**config.mk**
```make
export PLATFORM = sky130hd
export DESIGN_NAME = mem_port_arbiter
export DESIGN_NICKNAME = d
export VERILOG_FILES = /design/src/rtl/mem_port_arbiter.sv
export SDC_FILE = /design/constraint.sdc
export NUM_CORES = 1
export LEC_CHECK = 0
export BUFFER_PORTS_ARGS = -buffer_cell sky130_fd_sc_hd__buf_2
export CAP_MARGIN = 10
export CORE_ASPECT_RATIO = 1.1
export CORE_UTILIZATION = 25
export CTS_CLUSTER_SIZE = 24
export DETAILED_ROUTE_END_ITERATION = 7
export GPL_TIMING_DRIVEN = 0
export PLACE_DENSITY = 0.58
export SLEW_MARGIN = 25
export SYNTH_ARGS = -nofsm -noshare
export SYNTH_HDL_FRONTEND = slang
export SYNTH_SLANG_ARGS = --single-unit
```
**constraint.sdc**
```tcl
create_clock -name clk -period 1.4 [get_ports clk]
set_clock_uncertainty 0.05 [all_clocks]
set_input_delay 0.28 -clock clk [delete_from_list [all_inputs] [get_ports clk]]
set_output_delay 0.28 -clock clk [all_outputs]
set_load 0.005 [all_outputs]
```
**src/rtl/mem_port_arbiter.sv**
```systemverilog
// mem_port_arbiter: merges an instruction-fetch read port (A) and a data
// read/write port (B) onto one memory port. A winning request is latched and
// held on the memory side until mem_resp, then the winner gets a one-cycle
// resp pulse with the returned data.
// Optional build macro: MEM_ARB_ROUND_ROBIN_EN. When it is defined, contention
// alternates between the ports. When it is undefined, port B always wins
// contention.
module mem_port_arbiter #(
    parameter int ADDR_W = 32,
    parameter int DATA_W = 32
) (
    input  logic                clk,
    input  logic                rst,
    input  logic                read_a,
    input  logic [ADDR_W-1:0]   address_a,
    output logic                resp_a,
    output logic [DATA_W-1:0]   rdata_a,
    input  logic                read_b,
    input  logic                write,
    input  logic [DATA_W/8-1:0] wmask,
    input  logic [ADDR_W-1:0]   address_b,
    input  logic [DATA_W-1:0]   wdata,
    output logic                resp_b,
    output logic [DATA_W-1:0]   rdata_b,
    output logic                mem_read,
    output logic                mem_write,
    output logic [DATA_W/8-1:0] mem_wmask,
    output logic [ADDR_W-1:0]   mem_address,
    output logic [DATA_W-1:0]   mem_wdata,
    input  logic                mem_resp,
    input  logic [DATA_W-1:0]   mem_rdata
);
    localparam int MASK_W = DATA_W / 8;

    typedef enum logic [2:0] {IDLE, SERVE_A, SERVE_B, DONE_A, DONE_B} state_t;

    state_t              state, state_nxt;
    logic                op_write_q;
    logic [ADDR_W-1:0]   addr_q;
    logic [DATA_W-1:0]   wdata_q;
    logic [MASK_W-1:0]   wmask_q;
    logic                req_a, req_b, grant_b, grant_any;

    assign req_a     = read_a;
    assign req_b     = read_b | write;
    assign grant_any = (state == IDLE) && (req_a || req_b);

`ifdef MEM_ARB_ROUND_ROBIN_EN
    // 0 = A was granted last, 1 = B was granted last
    logic last_grant;

    // On contention hand the grant to whichever port did not get the last one
    assign grant_b = req_b && (!req_a || !last_grant);

    // Remember the most recent winner
    always_ff @(posedge clk) begin
        if (rst)            last_grant <= 1'b0;
        else if (grant_any) last_grant <= grant_b;
    end
`else
    // Data port has fixed priority over instruction fetch
    assign grant_b = req_b;
`endif

    // State register
    always_ff @(posedge clk) begin
        if (rst) state <= IDLE;
        else     state <= state_nxt;
    end

    // Next-state and strobe/response decode
    always_comb begin
        state_nxt = state;
        mem_read  = 1'b0;
        mem_write = 1'b0;
        resp_a    = 1'b0;
        resp_b    = 1'b0;
        case (state)
            IDLE: begin
                if (grant_b)    state_nxt = SERVE_B;
                else if (req_a) state_nxt = SERVE_A;
            end
            SERVE_A: begin
                mem_read  = !op_write_q;
                mem_write = op_write_q;
                if (mem_resp) state_nxt = DONE_A;
            end
            SERVE_B: begin
                mem_read  = !op_write_q;
                mem_write = op_write_q;
                if (mem_resp) state_nxt = DONE_B;
            end
            DONE_A: begin
                resp_a    = 1'b1;
                state_nxt = IDLE;
            end
            DONE_B: begin
                resp_b    = 1'b1;
                state_nxt = IDLE;
            end
            default: state_nxt = IDLE;
        endcase
    end

    // Capture the winning request so the memory side stays stable while serving
    always_ff @(posedge clk) begin
        if (rst) begin
            op_write_q <= 1'b0;
            addr_q     <= '0;
            wdata_q    <= '0;
            wmask_q    <= '0;
        end else if (grant_any) begin
            if (grant_b) begin
                op_write_q <= write;
                addr_q     <= address_b;
                wdata_q    <= wdata;
                wmask_q    <= wmask;
            end else begin
                op_write_q <= 1'b0;
                addr_q     <= address_a;
                wdata_q    <= '0;
                wmask_q    <= '0;
            end
        end
    end

    // Return data is captured only for the port being served
    always_ff @(posedge clk) begin
        if (rst) begin
            rdata_a <= '0;
            rdata_b <= '0;
        end else if (mem_resp) begin
            if (state == SERVE_A) rdata_a <= mem_rdata;
            if (state == SERVE_B) rdata_b <= mem_rdata;
        end
    end

    assign mem_address = addr_q;
    assign mem_wdata   = wdata_q;
    assign mem_wmask   = wmask_q;

endmodule
```
# == Word level (Yosys, flattened, before mapping) ==
# Index checks and enable logic that the tools add are counted.
# totals
ff_bits,136
wordCells,36
# classes
eq_ne,7
n_mux,13
bitwise_logic,1
reduce_logical,8
# op_table
op,n
$mux W32,2
$mux W3,4
$pmux W3 S3,1
$eq A3 B2 Y1 const B,2
$mux W1,5
$mux W4,1
$ne A2 B2 Y1 const B,2
$reduce_and A2 Y1,2
$eq A3 B1 Y1 const B,1
$eq A3 B3 Y1 const B,1
$logic_not A3 Y1,1
$ne A3 B3 Y1 const B,1
$reduce_and A3 Y1,1
$reduce_or A2 Y1,1
$logic_and A1 B1 Y1,1
$logic_not A1 Y1,1
$logic_or A1 B1 Y1,1
$or A1 B1 Y1,1

# == Longest topological paths before layout ==
# Gate-level depths: netlist of the first run.
# depth
ltp_word,3
depth_mapped,6
mapped_depth_nobuf,3

# == Least setup slack after synthesis of the first run ==
# No wires, ideal clock.
# synth_timing
kind,flip-flop to flip-flop
startpoint,reg state[0]
endpoint,reg wdata_q[22] (netlist: mem_wdata[22])
arrival_ps,1258
t_required_ps,1218
path_slack_ps,-41
path_stages_with_launch,7
n_path_buf,3
synth_period_minus_slack_ps,1441
cell_sequence,dfxtp_1 buf_6 or3_4 buf_6 clkbuf_1 o21ai_0 a21oi_1
# synth_via
elab_chain_len,2
# synth_lines
item,line,text
"start, declared",37,"state_t state, state_nxt;"
"start signal, assigned",68,else state <= state_nxt;
$logic_not A3 Y1,46,assign grant_any = (state == IDLE) && (req_a || req_b);
$logic_and A1 B1 Y1,46,
"end signal, assigned",116,wdata_q <= wdata;
"end, declared",40,logic [DATA_W-1:0] wdata_q;
# Every way passes these cells.
# A chain may end at the register's enable or synchronous reset.

# == Final worst setup path of the first run ==
# layout_timing
startpoint,reg state[0]
endpoint,out resp_b
# layout_via
elab_chain_len,2
# layout_lines
item,line,text
$eq A3 B3 Y1,78,case (state)
$mux W1,78,
"end, declared",23,"output logic resp_b,"
# Every way passes these cells.

==> flow_summary.yaml, run 1 <==
worst_setup_path:
  critical_path.top_delay_family: "buffers and inverters"
  cp.required_ns: 1.07
  worstSetupStartpoint: "state[0]$_SDFFE_PP0P_"
  path_class: "reg -> out"
  crit_top_cell: "buf_6"
  slowest_delay_ns: 0.32
  worstSetupStartpointType: "flop"
  cp-end-kind: "output port"
  crit_chain: "buf_6, buf_6, nor3b_4, buf_2"
  r2r_start: "state[0]$_SDFFE_PP0P_"
  arrival_ns: 1.35
  path_buf_inv: 3
  critical_path.max_fanout: 6
  worst_path_max_delay_cell: "dfxtp_2"
timing:
  tns_ns: -24.11
  timing.fmax_mhz: 596
  min_period_ns: 1.68
  tightest_slew_ns: 0.842
  setup_violations: 138
  rsz0062_at_grt: "true"
  hold_slack_ns: 0.0572
  finalCritPeriodShare: 1.20
  final_max_slew_viol_count: 0
  worst_slack_ns: -0.279
  hold_viol: 0
  slew_headroom: 0.439
routing:
  vias: 6058
  drc_errors: 0
  dr.pass1.iters: 4
  routed_wl_um: 21700
  wl_per_cell_um: 17.1
  via_per_inst: 4.76
  drtIter0Drc: 212
  ant_nets: 0
clock_network:
  path_clk_slew_ns: 0.06
  numClockSinks: 136
  clockBufferDepth: 2
  cts_tree: "built"
  cts_buffers: 17
  clock-root-buffer: "clkbuf_16"
  cts_hold_buffers: 0
  h-tree-depth: 4
  clk_latency_ns: 0.41
synth:
  netlist_area_sq_um: 5270
  synthCells: 658
  synth_fp_nets: 796
  synth-edff-count: 0
  synth-async-reset-ratio: 0
  synth_top_area_cell: "dfxtp_1"
  synth_top_area_frac: 0.517
  yosys.cell_types.count: 28
  synth-main-ff-cell: "dfxtp_1"
  yosysMostFrequentCell: "nand2_1"
  synthTopCellsByArea: "dfxtp_1, nand2_1, a21oi_1, a311oi_1, nand3_1"
  syn_avg_cell_area_sq_um: 8.01
  ys_seq_area_frac: 0.517
  yosysWarnings: 0
  synth_seq_cells: 136
  yosys-top-cells-count: "nand2_1, dfxtp_1, a21oi_1"
die:
  die_y_um: 154
  initial_core_util: 0.255
  dieArea_sq_um: 21700
  rows: 55
  die_w_um: 140
  core_area_sq_um: 20600
  pin_count: 274
status:
  status: "complete, but fails checks"
  violations: "negative setup slack"
layout:
  utilization: 0.450
  nets: 1141
  synthToLayoutAreaGrowth_pct: 76.3
  drive_gt1_frac: 0.512
  final_cells: 1272
  n_antenna_cell: 0
  fill_cells: 2034
global_route:
  antenna_found_initial: 0
  grt_pass1_vias: 5767
  grt_overflow: 0
  grt_pass1_wl_um: 32000
  grtUsageMet3: 0.0495
  grt_max_degree: 17
  grt-busiest-layer: "met2"
  track_usage: 0.194
  met1_usage: 0.224
  grtUsageMet2: 0.347
place:
  gp_congestion: 0.764
  dp_cells: 1186
  dp_hpwl_um: 14600
  io_buffer_count: 272
power_and_ir_drop:
  leakage_nw: 4.05
  power_density_nw_per_um2: 1410
  peakVddDrop_uv: 777
  power.total_mw: 13.1
min_path:
  worstHoldPathType: "in -> reg"
  holdCritStartpoint: "wdata[30]"
run:
  drv_cap: 0
==> tightest hold or removal path: stages <==
cell and delay (ns):
buf_2 0.10, nand3_2 0.05, a21oi_2 0.04
==> cell type report <==
class,count,area (sq um),area share
Buffer,65,549,0.0591
Clock buffer,25,485,0.0523
Clock inverter,7,140,0.0151
Multi-Input combinational cell,455,2830,0.304
Sequential cell,136,2730,0.294
Tap cell,256,320,0.0345
Timing Repair Buffer,328,2240,0.241
==> sequential cells by signal, summed over array words and instances (netlist names) <==
name,flops
mem_wmask,4
op_write_q,1
mem_wdata,32
rdata_a,32
state,3
mem_address,32
rdata_b,32
==> final timing paths <==
check | slack [ns] | to | depth (start not counted)
min reg2reg | 0.40 | rdata_b[10]$_SDFFE_PP0P_ | 2
min | 0.06 | mem_wdata[30]$_SDFFE_PP0P_ | 3
max reg2reg | -0.25 | rdata_b[19]$_SDFFE_PP0P_ | 8
max | -0.28 | resp_b | 4
==> what timing repair did <==
action	CTS	global route
setup endpoints to repair	136	138
pin swaps	39	65
setup buffers	29	11
cloned	15	4
gates resized for setup	181	92
==> through the flow <==
stage	instance area (sq um)	worst slack [ns]
after detailed placement	6950	-0.853
after floorplan	5270	-0.0276
final	9290	-0.279
after global placement	6950	-0.886
after CTS	8730	-0.311
after global routing	9290	-0.346
==> placed cells by master (no fill, tap or decap), types with 3 or more instances in the layout <==
cell type | synthesis | layout
a21oi_1 | 134 | 89
a21oi_2 | 0 | 45
a311oi_1 | 32 | 23
a311oi_2 | 0 | 9
buf_12 | 0 | 13
buf_16 | 0 | 7
buf_2 | 21 | 285
buf_4 | 8 | 13
buf_6 | 2 | 20
buf_8 | 0 | 16
bufinv_16 | 0 | 4
clkbuf_1 | 35 | 28
clkbuf_16 | 0 | 26
clkbuf_2 | 1 | 7
clkbuf_8 | 0 | 3
dfxtp_1 | 136 | 133
dfxtp_2 | 0 | 3
nand2_1 | 193 | 192
nand3_1 | 36 | 17
nand3_2 | 0 | 14
nand3_4 | 0 | 5
o21ai_2 | 0 | 30
o21ai_4 | 0 | 5
==> power breakdown <==
group | internal, mW | switching (mW) | total, mW
registers | 4.24 | 0.229 | 4.47
clock network | 3.13 | 1.74 | 4.87
logic | 1.99 | 1.72 | 3.71
total | 9.37 | 3.69 | 13.1
==> logic make-up (layout without fill, tap and decap cells) <==
kind of cell    after synthesis  after routing  share of synthesized area
xor+xnor                      1              1                    0.00166
flops                       136            136                      0.517
compound gates              205            205                      0.218
mux                           1              1                    0.00190
simple gates                248            248                      0.200
buf+inv                      67            425                     0.0615
==> metal layers <==
layer,vias to the layer above,routed length [um]
met5,-,0
met4,0,334
met3,26,1330
met2,235,11100
met1,2827,8990
li1,2970,-
(Power assumes the default switching activity.)
==> inputs of run 2 (changes only) <==
--- a/config.mk
+++ b/config.mk
@@ -11,9 +11,9 @@
 export CORE_UTILIZATION = 25
 export CTS_CLUSTER_SIZE = 24
 export DETAILED_ROUTE_END_ITERATION = 7
-export GPL_TIMING_DRIVEN = 0
 export PLACE_DENSITY = 0.58
-export SLEW_MARGIN = 25
+export SLEW_MARGIN = 20
 export SYNTH_ARGS = -nofsm -noshare
 export SYNTH_HDL_FRONTEND = slang
 export SYNTH_SLANG_ARGS = --single-unit
+export TNS_END_PERCENT = 20
==> run 2 against run 1 <==
Against the previous run: the run still ends with negative setup slack left; non-clock buffer count fell by 60; cell count shrank 4.8%; clock power shrank 9.4%; sequential power is essentially flat; first-iteration DRC count grew 0.94%; count of clock-buffer cells in the layout is 3 lower; hold slack better by 0.0078 ns; register-to-register slack gained 0.06 ns; via count shrank 5.1%; final area is 9.3% lower; die area unchanged; critical path type unchanged.
==> flow_summary.yaml, run 2 (synthesis gave the netlist of run 1 again) <==
timing:
  rsz0062_at_grt: "true"
  timing.fmax_mhz: 591
  slew_headroom: 0.737
  final_max_slew_viol_count: 0
  tns_ns: -14.77
  hold_slack_ns: 0.0650
  setup_violations: 124
  tightest_slew_ns: 0.395
  worst_slack_ns: -0.291
  finalCritPeriodShare: 1.21
  hold_viol: 0
  min_period_ns: 1.69
clock_network:
  cts_buffers: 17
  path_clk_slew_ns: 0.07
  h-tree-depth: 4
  numClockSinks: 136
  clk_latency_ns: 0.40
  clock-root-buffer: "clkbuf_16"
  clockBufferDepth: 2
  cts_tree: "built"
status:
  status: "complete, but fails checks"
  violations: "negative setup slack"
worst_setup_path:
  path_class: "reg -> out"
  critical_path.max_fanout: 4
  arrival_ns: 1.36
  r2r_slack_ns: -0.19
  r2r-end: "mem_wdata[30]$_SDFFE_PP0P_"
  crit_chain: "buf_4, nor3b_2, buf_4, buf_6"
  worstSetupStartpointType: "flop"
  crit_top_cell: "buf_4"
  cp-end-kind: "output port"
  cp.required_ns: 1.07
  r2r_cells: 6
  r2r_start: "state[1]$_SDFFE_PP0P_"
  worst_path_max_delay_cell: "dfxtp_4"
  slowest_delay_ns: 0.36
min_path:
  worstHoldPathType: "in -> reg"
  hold_end: "mem_wdata[18]$_SDFFE_PP0P_"
  holdCritStartpoint: "wdata[18]"
  min_path_cells: 3
layout:
  final_cells: 1211
  fill_cells: 2125
  utilization: 0.408
  n_antenna_cell: 0
  final_cell_mix: "buf_2, nand2_1, dfxtp_1"
  nets: 1081
  regArea_sq_um: 2730
  synthToLayoutAreaGrowth_pct: 60.0
  final_common_cell: "buf_2"
  multi_input_area_sq_um: 2550
  drive_gt1_frac: 0.461
die:
  die_w_um: 140
  rows: 55
  dieArea_sq_um: 21700
  pin_count: 274
  core_area_sq_um: 20600
  initial_core_util: 0.255
  die_y_um: 154
routing:
  dr.pass1.iters: 5
  vias: 5747
  routed_wl_um: 19400
  ant_nets: 0
  drc_errors: 0
  via_per_inst: 4.75
  wl_per_cell_um: 16.0
  drtIter0Drc: 214
power_and_ir_drop:
  peakVddDrop_uv: 718
  power_density_nw_per_um2: 1390
  leakage_nw: 3.71
  power.total_mw: 11.7
global_route:
  track_usage: 0.172
  grt_pass1_vias: 5494
  grt_max_degree: 54
  grt_pass1_wl_um: 29100
  grt_overflow: 0
  antenna_found_initial: 1
run:
  drv_cap: 0
place:
  dp_cells: 1156
  io_buffer_count: 273
  gp_congestion: 0.767
  dp_hpwl_um: 12100
[run 2: critical path: cells and delay by family (launching register included)]
kind	cells	cell delay [ns]
and+or+nand+nor	1	0.20
DFF	1	0.36
buffers and inverters	3	0.39
[run 2: layer usage]
| metal | track usage | part of all wire |
|---|---|---|
| met5 | 0 | 0.00088 |
| met2 | 0.298 | 0.49 |
| met1 | 0.204 | 0.44 |
| met3 | 0.0551 | 0.060 |
| met4 | 0.0466 | 0.012 |
[run 2: timing repair]
| item | 4_1_cts | 5_1_grt |
|---|---|---|
| pin swaps | 8 | 12 |
| hold buffers | 0 | 0 |
| setup buffers | 11 | 5 |
| resized for setup | 70 | 57 |
| endpoints found under the setup margin | 121 | 138 |
| cloned | 5 | 5 |
[run 2: per-stage QoR]
stage / cell area, sq um / setup WS (ns)
2_1_floorplan: 5270 / -0.0276
4_1_cts: 8060 / -0.348
6_report: 8430 / -0.291
3_3_place_gp: 7130 / -0.146
5_1_grt: 8430 / -0.363
3_5_place_dp: 7130 / -0.150
[run 2: how the worst max path moves through the flow]
stage | from | endpoint | slack, ns | cells after the start
after floorplan | state[0]$_SDFFE_PP0P_ | mem_wdata[11]$_SDFFE_PP0P_ | -0.03 | 6
after global placement | state[2]$_SDFFE_PP0P_ | resp_b | -0.15 | 4
after detailed placement | state[2]$_SDFFE_PP0P_ | resp_b | -0.15 | 4
after CTS | state[0]$_SDFFE_PP0P_ | mem_write | -0.35 | 4
after global routing | state[1]$_SDFFE_PP0P_ | mem_write | -0.36 | 4
final | state[2]$_SDFFE_PP0P_ | mem_write | -0.29 | 4
[run 2: final cells by class]
cell class                 instances  area share
clock buffer                      22      0.0586
sequential                       136       0.324
multi-input combinational        455       0.303
tap                              256      0.0380
timing repair buffer             333       0.265
clock inverter                     9      0.0107
[run 2: report_power, final]
group | internal, mW | total, mW | leakage [nW] | switching (mW)
clock network | 2.68 | 4.41 | 0.285 | 1.72
registers | 4.24 | 4.46 | 1.12 | 0.218
logic | 1.46 | 2.87 | 2.31 | 1.41
total | 8.39 | 11.7 | 3.71 | 3.35
==> inputs of run 3 (changes only) <==
--- a/config.mk
+++ b/config.mk
@@ -8,10 +8,9 @@
 export BUFFER_PORTS_ARGS = -buffer_cell sky130_fd_sc_hd__buf_2
 export CAP_MARGIN = 10
 export CORE_ASPECT_RATIO = 1.1
-export CORE_UTILIZATION = 25
-export CTS_CLUSTER_SIZE = 24
+export CORE_UTILIZATION = 45
 export DETAILED_ROUTE_END_ITERATION = 7
-export PLACE_DENSITY = 0.58
+export PLACE_DENSITY = 0.87
 export SLEW_MARGIN = 20
 export SYNTH_ARGS = -nofsm -noshare
 export SYNTH_HDL_FRONTEND = slang
==> constraint.sdc (replaced) <==
create_clock -name clk -period 1.8 [get_ports clk]
set_clock_uncertainty 0.05 [all_clocks]
set_input_delay 0.36 -clock clk [delete_from_list [all_inputs] [get_ports clk]]
set_output_delay 0.36 -clock clk [all_outputs]
set_load 0.005 [all_outputs]
==> run 3 against run 2 <==
Against the previous run: the run now ends clean; worst setup slack gained 0.37 ns; largest cell class unchanged; clock power is 26% lower; sequential power shrank 23%; final area fell by 12%; routed wire length decreased by 19%.
==> flow_summary.yaml, run 3 (synthesis gave the netlist of run 1 again) <==
status:
  status: "finished, final reports clean"
routing:
  met3_length_um: 1020
  drc_errors: 0
  wl_met2_um: 8040
  dr.pass1.iters: 5
  ant_nets: 0
  wirelength_met1_um: 6210
  vias: 5723
  top_layer: "met4"
  wl_per_cell_um: 14.6
  drtIter0Drc: 368
  routed_wl_um: 15600
  via_per_inst: 5.35
clock_network:
  cts_setup_buffers: 0
  clockBufferDepth: 2
  h-tree-depth: 4
  clk_latency_ns: 0.40
  cts_tree: "built"
  cts_hold_buffers: 0
  numClockSinks: 136
  path_clk_slew_ns: 0.06
  cts_buffers: 17
  cts.repair.resized: 1
  clock-root-buffer: "clkbuf_16"
power_and_ir_drop:
  p_comb_frac: 0.184
  leakage_nw: 3.37
  p_switching_mw: 2.32
  p_seq_frac: 0.418
  power.total_mw: 8.24
  power_density_nw_per_um2: 1110
  swShare: 0.281
  p_clk_frac: 0.398
  peakVddDrop_uv: 524
  p_int_mw: 5.93
layout:
  regArea_sq_um: 2730
  drive_gt1_frac: 0.368
  final_cell_mix: "buf_2, nand2_1, a21oi_1, dfxtp_1"
  final_cells: 1069
  synthToLayoutAreaGrowth_pct: 40.4
  fin_area_sq_um: 7400
  multi_input_area_sq_um: 2260
  nets: 1044
  n_antenna_cell: 0
  fill_cells: 1014
  final_common_cell: "buf_2"
  utilization: 0.647
timing:
  timing.fmax_mhz: 580
  finalCritPeriodShare: 0.958
  hold_viol: 0
  setup_violations: 0
  tns_ns: 0
  min_period_ns: 1.72
  final_max_slew_viol_count: 0
  rsz0062_at_grt: "false"
  slew_headroom: 0.741
  tightest_slew_ns: 0.389
worst_setup_path:
  path_class: "reg -> out"
  worst_path_max_delay_cell: "dfxtp_4"
  cp.required_ns: 1.39
  critical_path.max_fanout: 9
  cp-end-kind: "output port"
  slowest_delay_ns: 0.38
  crit_chain: "xnor2_1, nor3b_1, buf_2"
  arrival_ns: 1.31
  worstSetupStartpointType: "flop"
die:
  die_y_um: 115
  dieArea_sq_um: 12100
  initial_core_util: 0.460
  rows: 41
  die_w_um: 105
  core_area_sq_um: 11400
  pin_count: 274
global_route:
  track_usage: 0.248
  grt_pass1_wl_um: 24000
  antenna_found_initial: 0
  grt_pass1_vias: 5169
  grt_max_degree: 70
  grt_overflow: 0
min_path:
  worstHoldPathType: "in -> reg"
place:
  gp_congestion: 0.807
  dp_hpwl_um: 10800
  dpl_cell_area_sq_um: 6820
  io_buffer_count: 273
  dp_cells: 1037
run:
  drv_cap: 0
-- run 3: metal layers --
| metal | vias up | global-route usage |
|---|---|---|
| met1 | 2661 | 0.278 |
| li1 | 2759 | - |
| met5 | - | 0 |
| met3 | 36 | 0.0551 |
| met2 | 267 | 0.453 |
| met4 | 0 | 0.115 |
-- run 3: power by group through the flow --
stage          registers [mW]  logic (mW)  clock network [mW]
2_1_floorplan            3.52       0.808                   0
3_3_place_gp             3.50        1.48                   0
4_1_cts                  3.45        1.52                3.33
6_report                 3.45        1.52                3.28
5_1_grt                  3.48        1.66                3.45
3_5_place_dp             3.50        1.51                   0
-- run 3: worst paths after layout --
check / startpoint / slack, ns / endpoint / depth (start not counted)
max: state[0]$_SDFFE_PP0P_ / 0.08 / mem_write / 3
min reg2reg: rdata_b[15]$_SDFFE_PP0P_ / 0.40 / rdata_b[15]$_SDFFE_PP0P_ / 2
min: mem_rdata[12] / 0.15 / rdata_b[12]$_SDFFE_PP0P_ / 3
max reg2reg: state[1]$_SDFFE_PP0P_ / 0.22 / mem_address[7]$_SDFFE_PP0P_ / 5
-- run 3: stage by stage --
step                setup slack (ns)  hold slack, ns
floorplan                      0.359           0.403
global placement               0.216           0.388
detailed placement             0.141           0.393
CTS                          0.00570           0.134
global route                  0.0332           0.145
finish                        0.0755           0.150
-- run 3: layout make-up --
| class | instances | area share |
|---|---|---|
| clock buffers | 19 | 0.0599 |
| well taps | 150 | 0.0254 |
| clock inverters | 13 | 0.0164 |
| flip-flops and latches | 136 | 0.369 |
| repair buffers | 296 | 0.224 |
| multi-input cells | 455 | 0.306 |
-- run 3: critical path, delay by kind of cell, from the launching register on --
family,cells,cell delay (ns)
buf+inv,1,0.16
flops,1,0.38
simple gates,1,0.20
xor+xnor,1,0.17
